[src/rtl/alsu_pkg.sv]
// Shared opcodes and width helper for the pipelined ALSU.
// Imported by the datapath top and the bench.
package alsu_pkg;

  localparam logic [2:0] OP_AND  = 3'b000;
  localparam logic [2:0] OP_XOR  = 3'b001;
  localparam logic [2:0] OP_ADD  = 3'b010;
  localparam logic [2:0] OP_MUL  = 3'b011;
  localparam logic [2:0] OP_SHF  = 3'b100;
  localparam logic [2:0] OP_ROT  = 3'b101;
  localparam logic [2:0] OP_INV6 = 3'b110;
  localparam logic [2:0] OP_INV7 = 3'b111;

  function automatic int OUT_W(input int width);
    return 2 * width;
  endfunction

endpackage

[src/rtl/alsu_err_blink.sv]
// LED blink window started by an error delivery.
// Divider counter paces toggles; toggle counter ends the window.
module alsu_err_blink #(
  parameter int BLINK_DIV  = 25000000,
  parameter int BLINK_HOLD = 4
) (
  input  logic        clock_100Mhz,
  input  logic        rst,
  input  logic        trigger,
  output logic [15:0] leds
);

  localparam int DW = (BLINK_DIV > 1) ? $clog2(BLINK_DIV) : 1;
  localparam int TW = $clog2(BLINK_HOLD + 1);
  localparam logic [DW-1:0] DIV_END = DW'(BLINK_DIV - 1);
  localparam logic [TW-1:0] TOG_END = TW'(BLINK_HOLD - 1);

  logic [DW-1:0] div;
  logic [TW-1:0] tog;
  logic          active;
  logic          phase;

  // Restart in ON phase on trigger, else count toggles until the window ends
  always_ff @(posedge clock_100Mhz or posedge rst) begin
    if (rst) begin
      div    <= '0;
      tog    <= '0;
      active <= 1'b0;
      phase  <= 1'b0;
    end else if (trigger) begin
      div    <= '0;
      tog    <= '0;
      active <= 1'b1;
      phase  <= 1'b1;
    end else if (active) begin
      if (div == DIV_END) begin
        div   <= '0;
        tog   <= tog + 1'b1;
        phase <= ~phase;
        if (tog == TOG_END) begin
          active <= 1'b0;
          phase  <= 1'b0;
        end
      end else begin
        div <= div + 1'b1;
      end
    end
  end

  assign leds = {16{phase}};

endmodule

[src/rtl/alsu_pipe.sv]
// Two-stage ALSU with valid/ready on both sides, error flag,
// saturating error counter and LED blink window on error.
module alsu_pipe
  import alsu_pkg::*;
#(
  parameter int    WIDTH      = 3,
  parameter string INPUT_PRIO = "A",
  parameter int    FULL_ADDER = 1,
  parameter int    ERR_CNT_W  = 8,
  parameter int    BLINK_DIV  = 25000000,
  parameter int    BLINK_HOLD = 4
) (
  input  logic                       clock_100Mhz,
  input  logic                       rst,
  input  logic                       in_valid,
  output logic                       in_ready,
  input  logic [WIDTH-1:0]           A,
  input  logic [WIDTH-1:0]           B,
  input  logic [2:0]                 op_code,
  input  logic                       c_in,
  input  logic                       s_in,
  input  logic                       direction,
  input  logic                       red_op_A,
  input  logic                       red_op_B,
  input  logic                       bypass_A,
  input  logic                       bypass_B,
  output logic                       out_valid,
  input  logic                       out_ready,
  output logic [OUT_W(WIDTH)-1:0]    out,
  output logic                       err,
  output logic [ERR_CNT_W-1:0]       err_count,
  output logic [15:0]                leds
);

  localparam int OW  = OUT_W(WIDTH);
  localparam int PAD = OW - WIDTH;
  localparam bit PRIO_A = (INPUT_PRIO == "A");
  localparam bit USE_CIN = (FULL_ADDER != 0);

  typedef struct packed {
    logic [WIDTH-1:0] a;
    logic [WIDTH-1:0] b;
    logic [2:0]       op;
    logic             c_in;
    logic             s_in;
    logic             dir;
    logic             red_a;
    logic             red_b;
    logic             byp_a;
    logic             byp_b;
  } bundle_t;

  function automatic logic [OW:0] compute(
    input bundle_t        bd,
    input logic [OW-1:0]  acc_q
  );
    logic [OW-1:0] ea;
    logic [OW-1:0] eb;
    logic [OW-1:0] ec;
    logic [OW-1:0] res;
    logic          e;
    logic          sel_a;
    ea    = {{PAD{1'b0}}, bd.a};
    eb    = {{PAD{1'b0}}, bd.b};
    ec    = {{(OW-1){1'b0}}, bd.c_in & USE_CIN};
    res   = '0;
    e     = 1'b0;
    sel_a = bd.red_a && (!bd.red_b || PRIO_A);
    if (bd.byp_a && bd.byp_b) begin
      res = PRIO_A ? ea : eb;
    end else if (bd.byp_a) begin
      res = ea;
    end else if (bd.byp_b) begin
      res = eb;
    end else begin
      unique case (bd.op)
        OP_AND: begin
          if (bd.red_a || bd.red_b)
            res = {{(OW-1){1'b0}}, sel_a ? &bd.a : &bd.b};
          else
            res = ea & eb;
        end
        OP_XOR: begin
          if (bd.red_a || bd.red_b)
            res = {{(OW-1){1'b0}}, sel_a ? ^bd.a : ^bd.b};
          else
            res = ea ^ eb;
        end
        OP_ADD: res = ea + eb + ec;
        OP_MUL: res = ea * eb;
        OP_SHF: res = bd.dir ? {acc_q[OW-2:0], bd.s_in}
                             : {bd.s_in, acc_q[OW-1:1]};
        OP_ROT: res = bd.dir ? {acc_q[OW-2:0], acc_q[OW-1]}
                             : {acc_q[0], acc_q[OW-1:1]};
        default: e = 1'b1;
      endcase
      if ((bd.op == OP_ADD || bd.op == OP_MUL ||
           bd.op == OP_SHF || bd.op == OP_ROT) &&
          (bd.red_a || bd.red_b))
        e = 1'b1;
      if (e) res = '0;
    end
    return {e, res};
  endfunction

  bundle_t       s1_q;
  bundle_t       in_b;
  logic          s1_v;
  logic          rdy_en;
  logic          acc_in;
  logic          s2_load;
  logic          deliver;
  logic [OW-1:0] acc;
  logic [OW:0]   c_res;

  assign in_b = '{a: A, b: B, op: op_code, c_in: c_in, s_in: s_in,
                  dir: direction, red_a: red_op_A, red_b: red_op_B,
                  byp_a: bypass_A, byp_b: bypass_B};

  assign in_ready = rdy_en && (!s1_v || !out_valid || out_ready);
  assign acc_in   = in_valid && in_ready;
  assign s2_load  = s1_v && (!out_valid || out_ready);
  assign deliver  = out_valid && out_ready;
  assign c_res    = compute(s1_q, acc);

  // Hold off acceptance until the first clock after reset
  always_ff @(posedge clock_100Mhz or posedge rst) begin
    if (rst) rdy_en <= 1'b0;
    else     rdy_en <= 1'b1;
  end

  // Stage 1: register the accepted bundle
  always_ff @(posedge clock_100Mhz or posedge rst) begin
    if (rst) begin
      s1_q <= '0;
      s1_v <= 1'b0;
    end else if (acc_in) begin
      s1_q <= in_b;
      s1_v <= 1'b1;
    end else if (s2_load) begin
      s1_v <= 1'b0;
    end
  end

  // Stage 2: compute, hold under backpressure, track accumulator
  always_ff @(posedge clock_100Mhz or posedge rst) begin
    if (rst) begin
      out       <= '0;
      err       <= 1'b0;
      out_valid <= 1'b0;
      acc       <= '0;
    end else if (s2_load) begin
      out       <= c_res[OW-1:0];
      err       <= c_res[OW];
      out_valid <= 1'b1;
      if (!c_res[OW]) acc <= c_res[OW-1:0];
    end else if (out_ready) begin
      out_valid <= 1'b0;
    end
  end

  // Saturating count of delivered error results
  always_ff @(posedge clock_100Mhz or posedge rst) begin
    if (rst)
      err_count <= '0;
    else if (deliver && err && err_count != '1)
      err_count <= err_count + 1'b1;
  end

  alsu_err_blink #(
    .BLINK_DIV  (BLINK_DIV),
    .BLINK_HOLD (BLINK_HOLD)
  ) u_blink (
    .clock_100Mhz (clock_100Mhz),
    .rst          (rst),
    .trigger      (deliver && err),
    .leds         (leds)
  );

endmodule

[config.mk]
export PLATFORM = sky130hd
export DESIGN_NAME = alsu_pipe
export DESIGN_NICKNAME = d
export VERILOG_FILES = /design/src/rtl/alsu_pkg.sv /design/src/rtl/alsu_err_blink.sv /design/src/rtl/alsu_pipe.sv
export SDC_FILE = /design/constraint.sdc
export NUM_CORES = 1
export LEC_CHECK = 0
export ABC_AREA = 1
export CORE_MARGIN = 2
export CORE_UTILIZATION = 47
export CTS_CLUSTER_SIZE = 28
export DETAILED_ROUTE_END_ITERATION = 7
export PLACE_DENSITY = 0.69
export SKIP_CTS_REPAIR_TIMING = 1
export SLEW_MARGIN = 25
export SYNTH_ARGS = -nofsm -noshare
export SYNTH_HDL_FRONTEND = slang
export SYNTH_SLANG_ARGS = --single-unit
[constraint.sdc]
create_clock -name clock_100Mhz -period 2.88 [get_ports clock_100Mhz]
set_input_delay 0.288 -clock clock_100Mhz [delete_from_list [all_inputs] [get_ports clock_100Mhz]]
set_output_delay 0.288 -clock clock_100Mhz [all_outputs]
set_load 0.02 [all_outputs]
; Word level (Yosys, flattened, before mapping)
; Cells that the tools add are included.
[totals]
out_inout_bits = 33
latchBits = 0
input_bits = 20
rom_bits = 0
ff_bits = 70
wordCells = 105
mem_bits_rw = 0
memories = 0
[classes]
eq_ne = 8
order_cmp = 0
mux = 37
reduce_logical = 29
n_mul = 1
n_shift = 0
div = 0
bitwise_logic = 4
add_sub_neg = 5
[ops]
columns = cell, count
row1 = $mux 25, 3
row2 = $mux 6, 6
row3 = $pmux 6 s6, 1
row4 = $add 25x1->25 const B, 1
row5 = $eq 25x25->1 const B, 1
row6 = $mux 1, 22
row7 = $mux 3, 5
row8 = $eq 3x2->1 const B, 3
row9 = $add 8x1->8 const B, 1
row10 = $logic_and 1x1->1, 8
row11 = $ne 8x8->1 const B, 1
row12 = $reduce_bool 2->1, 4
row13 = $logic_or 1x1->1, 7
row14 = $eq 3x3->1 const B, 2
row15 = $mul 3x3->6, 1
row16 = $reduce_and 3->1, 2
row17 = $reduce_or 6->1, 1
row18 = $reduce_xor 3->1, 2
row19 = $add 4x1->5, 1
row20 = $add 3x3->4, 1
row21 = $reduce_and 2->1, 2
row22 = $add 3x1->3 const B, 1
row23 = $and 3x3->3, 1
row24 = $eq 3x1->1 const B, 1
row25 = 4 further kinds, 6

; Depth between registers and ports, before layout
[logic_depth]
word_depth = 14
ltp_mapped = 13
mapped_depth_nobuf = 13

; Hierarchy
; A second synthesis with hierarchy kept.
[unflattened]
cells_unflattened = 584
area_unflattened_um2 = 4389.2
[modules_own_cells]
columns = module, area_per_inst_um2, seq_area_each_um2, cells_per_inst, n_inst
row1 = alsu_pipe, 2372.3, 1001.0, 289, 1
row2 = alsu_err_blink, 2016.9, 750.7, 295, 1

; Least setup slack after synthesis
; No wires, ideal clock.
[synth_path]
kind = register -> register
from = reg s1_q[11] (netlist bit)
to = reg acc[4]
path_slack_ns = 0.678
required_time_ns = 2.754
arrival_time_ns = 2.076
stages_incl_launch_ff = 12
setup_ns = 0.126
period_less_slack_ns = 2.202
path_buffers = 0
path_cell_list = dfrtp_1 > ha_1 > inv_1 > xor2_1 > ha_1 > ha_1 > fa_1 > xor2_1 > nand2_1 > o21ai_0 > nand2_1 > o21ai_0
[synth_via]
elab_chain_cells = 7
word_cells_on_any_way = 8
classes_between = add/sub: 2 / mul: 1 / mux: 5
[synth_rtl]
columns = element, line
row1 = start: declaration, alsu_pipe.sv:106  ; bundle_t s1_q;
row2 = start signal: assignment, alsu_pipe.sv:138  ; s1_q <= in_b;
row3 = $add 3x3->4, alsu_pipe.sv:89  ; OP_ADD: res = ea + eb + ec;
row4 = $add 4x1->5, alsu_pipe.sv:89
row5 = $pmux 6 s6 *, alsu_pipe.sv:76  ; unique case (bd.op)
row6 = $mux 6 *, alsu_pipe.sv:101  ; if (e) res = '0;
row7 = $mux 6 *, alsu_pipe.sv:73  ; end else if (bd.byp_b) begin
row8 = $mux 6 *, alsu_pipe.sv:71  ; end else if (bd.byp_a) begin
row9 = $mux 6 *, alsu_pipe.sv:69  ; if (bd.byp_a && bd.byp_b) begin
row10 = end signal: assignment, alsu_pipe.sv:156  ; if (!c_res[OW]) acc <= c_res[OW-1:0];
row11 = end: declaration, alsu_pipe.sv:113  ; logic [OW-1:0] acc;
; Every way passes the cells marked *; elsewhere a longest branch is shown, timed or not.
; A chain may end at the register's enable or synchronous reset.

; Worst setup path after layout
[layout_path]
from = reg s1_q[11] (netlist bit)
to = reg acc[3]
; Same word-level chain as after synthesis.

==> out/metrics.cfg <==
[status]
status = finished clean

[power_and_ir_drop]
combPwrFrac_pct = 36.2
internal_power_w = 0.00211
p_leak_nw = 2.46
p_sw_share_pct = 37.7
peakVddDrop_mv = 0.294
powerDensity_nw_per_um2 = 669
clkPwrFrac_pct = 24.3
power_switching_w = 0.00128
p_seq_share_pct = 39.5

[global_routing]
grt_max_degree = 71
antenna_found_initial = 0
grtUsageMet3_pct = 2.51
gr-usage-all-layers_pct = 21.0
busiest_layer = met2
grt_pass1_vias = 3683
use_met1_pct = 29.4
overflow = 0
use_met2_pct = 33.6
grt_pass1_wl_um = 16900

[sta]
setup_viol = 0
max_freq_mhz = 424
fin_worst_skew_ns = 0.0138
fin_crit_sh_pct = 81.9
fin_crit_ns = 2.36
tns_ns = 0
hold_viol = 0
rsz0062_at_grt = false
finalMaxSlewViolations = 0

[worst_setup_path]
critical_path_required_ns = 3.15
r2r_cells = 10
r2r_setup_slack_ns = 0.52
reg2reg_to = acc[3]$_DFFE_PP0P_
r2r-start = s1_q[11]$_DFFE_PP0P_
startpoint = s1_q[11]$_DFFE_PP0P_
crit_path_end_kind = flip-flop
startpoint_type = flip-flop
critPathKind = reg2reg
crit_path_max_fanout = 7
cp-endpoint = acc[3]$_DFFE_PP0P_
crit_arrival_ns = 2.63

[synthesis]
synth_area_um2 = 4330
synthesis.nets = 607
ys_ff_latch = 70
synth_cells = 568
synth_cell_types = 44
syn_area_per_cell_um2 = 7.62
yosysWarnings = 0
ys_seq_area_share_pct = 40.5

[detailed_routing]
antenna_left = 0
drt_drc_violations_left = 0
wl_um = 9680
vias_per_cell = 5.04
drt_first_pass_iters = 4
wire_per_inst_um = 13.3
drt_iter0_drc = 238
via_count = 3666

[finish]
antenna_cells = 0
nets = 650
drive_gt1_share_pct = 9.58
fin_area_um2 = 5060
fill_cells = 890
syn_to_final_growth_pct = 16.9

[clock_tree]
cts_tree = yes
clock_path_buffers = 2
cts_buffers = 9
path_clk_slew_ns = 0.08
clock-sinks = 70
h-tree-depth = 3
ctsRootBufferMaster = clkbuf_8
clock_latency_ns = 0.35

[floorplanning]
rows = 35
fp.dieH_um = 100
num_io_pins = 53
dieArea_um2 = 9990
initial_core_util_pct = 47.7
core_um2 = 9060
dieWidth_um = 100

[job]
maxCapViolCount = 0

[place]
io_buffers = 52
routabilityCongestion = 0.880
placed_area_um2 = 4860
dp_hpwl_um = 7060

[worst_hold_path]
hp-class = in2async

==> worst max-delay path, stage by stage, from the launching register on <==
cell,delay (ns)
dfrtp_1,0.47
ha_1,0.24
inv_1,0.08
xor2_1,0.15
ha_1,0.25
ha_1,0.23
fa_1,0.49
nand2_1,0.05
o311ai_0,0.12
nand2_1,0.13
o21ai_0,0.10
==> worst min-delay path by stage <==
stage,cells after the start,start,endpoint,slack (ns)
2_1_floorplan,1,out_ready,out_valid$_DFFE_PP0P_,0.40
3_3_place_gp,2,u_blink.tog[2]$_DFFE_PP0P_,u_blink.tog[2]$_DFFE_PP0P_,0.46
3_5_place_dp,2,u_blink.tog[2]$_DFFE_PP0P_,u_blink.tog[2]$_DFFE_PP0P_,0.46
4_1_cts,3,rst,out[3]$_DFFE_PP0P_,0.34
5_1_grt,3,rst,s1_q[5]$_DFFE_PP0P_,0.37
6_report,3,rst,s1_q[5]$_DFFE_PP0P_,0.33
==> cells in the final DEF, fill, tap and decap left out, types with 2 or more instances in the layout <==
cell             instances
nor3_1                  13
clkinvlp_4               2
nor2_4                   3
nor4_1                   3
ha_1                    16
buf_4                    3
nand3_2                  2
nor3_2                   2
clkdlybuf4s50_1         52
fa_1                     3
inv_2                    8
nor2_1                  82
xor2_1                  11
xnor2_1                  5
o21ai_0                 18
nand2_1                149
a21oi_1                 20
nand4_1                  9
inv_1                   59
nand2_4                  2
dfrtp_1                 70
o21ai_1                  3
nor2_2                   3
clkbuf_8                10
nand3_1                 33
nand2_2                  8
mux2_2                   6
==> flip-flops by register name, indices dropped and copies added (netlist names) <==
register        flops
out_valid           1
err_count           8
out                 6
s1_q               16
u_blink.tog         3
err                 1
s1_v                1
rdy_en              1
u_blink.active      1
acc                 6
u_blink.div        25
u_blink.phase       1
==> metal layers <==
metal | routed length (um) | up-vias
li1 | - | 1874
met1 | 4820 | 1715
met2 | 4410 | 66
met3 | 314 | 11
met4 | 138 | 0
met5 | 0 | -
==> cell type report <==
cell class	count	area, um^2	share of cell area (%)
Timing Repair Buffer	56	563	11.1
Tap cell	111	139	2.74
Multi-Input combinational cell	407	2150	42.6
Inverter	67	251	4.97
Clock inverter	5	58.8	1.16
Sequential cell	70	1750	34.6
Clock buffer	11	141	2.79
==> cell usage after synthesis (all sizes together) <==
library cell | number | share of area [%]
a21oi | 20 | 2.3
xnor2 | 5 | 1.0
o21bai | 2 | 0.43
a31oi | 1 | 0.14
mux2 | 6 | 1.6
nand4 | 9 | 1.3
inv | 67 | 5.8
a31o | 1 | 0.20
fa | 3 | 1.4
dfrtp | 70 | 40
xor2 | 11 | 2.2
o21ai | 21 | 2.4
o22ai | 1 | 0.14
clkbuf | 2 | 0.20
o31ai | 1 | 0.17
buf | 22 | 3.7
conb | 1 | 0.087
nand2 | 159 | 15
nand3b | 1 | 0.17
or3 | 1 | 0.14
a21boi | 1 | 0.17
or2 | 2 | 0.29
o311ai | 1 | 0.20
nor2 | 88 | 8.3
nor4 | 5 | 1.2
nor3 | 16 | 2.3
nand3 | 35 | 4.3
ha | 16 | 4.6
==> cells by family after synthesis <==
| kind of cell | after synthesis | synth area share [%] |
|---|---|---|
| xor+xnor | 16 | 3.24 |
| fa+ha+maj | 19 | 6.01 |
| simple gates | 316 | 32.7 |
| mux | 6 | 1.56 |
| flops | 70 | 40.5 |
| compound gates | 49 | 6.22 |
| other cells | 1 | 0.0866 |
| buf+inv | 91 | 9.74 |
==> power groups by stage <==
stage,Clock [W],Combinational [W],Sequential (W)
final,0.000821,0.00123,0.00134
after global routing,0.000882,0.00137,0.00137
after CTS,0.000853,0.00124,0.00133
after detailed placement,0,0.00123,0.00135
after global placement,0,0.00122,0.00134
after floorplan,0,0.000848,0.00136
==> through the flow <==
stage | instances | total power, W | hold WS (ns) | util (%) | worst slack [ns]
after CTS | 727 | 0.00342 | 0.341 | 55.8 | 0.513
after detailed placement | 711 | 0.00258 | 0.461 | 53.6 | 0.511
final | 727 | 0.00338 | 0.326 | 55.8 | 0.521
after global routing | 727 | 0.00362 | 0.367 | 55.8 | 0.327
after floorplan | 568 | 0.00221 | 0.396 | - | 0.678
after global placement | 711 | 0.00256 | 0.457 | 53.6 | 0.573
Note: power is estimated with default switching activity, not from simulation.
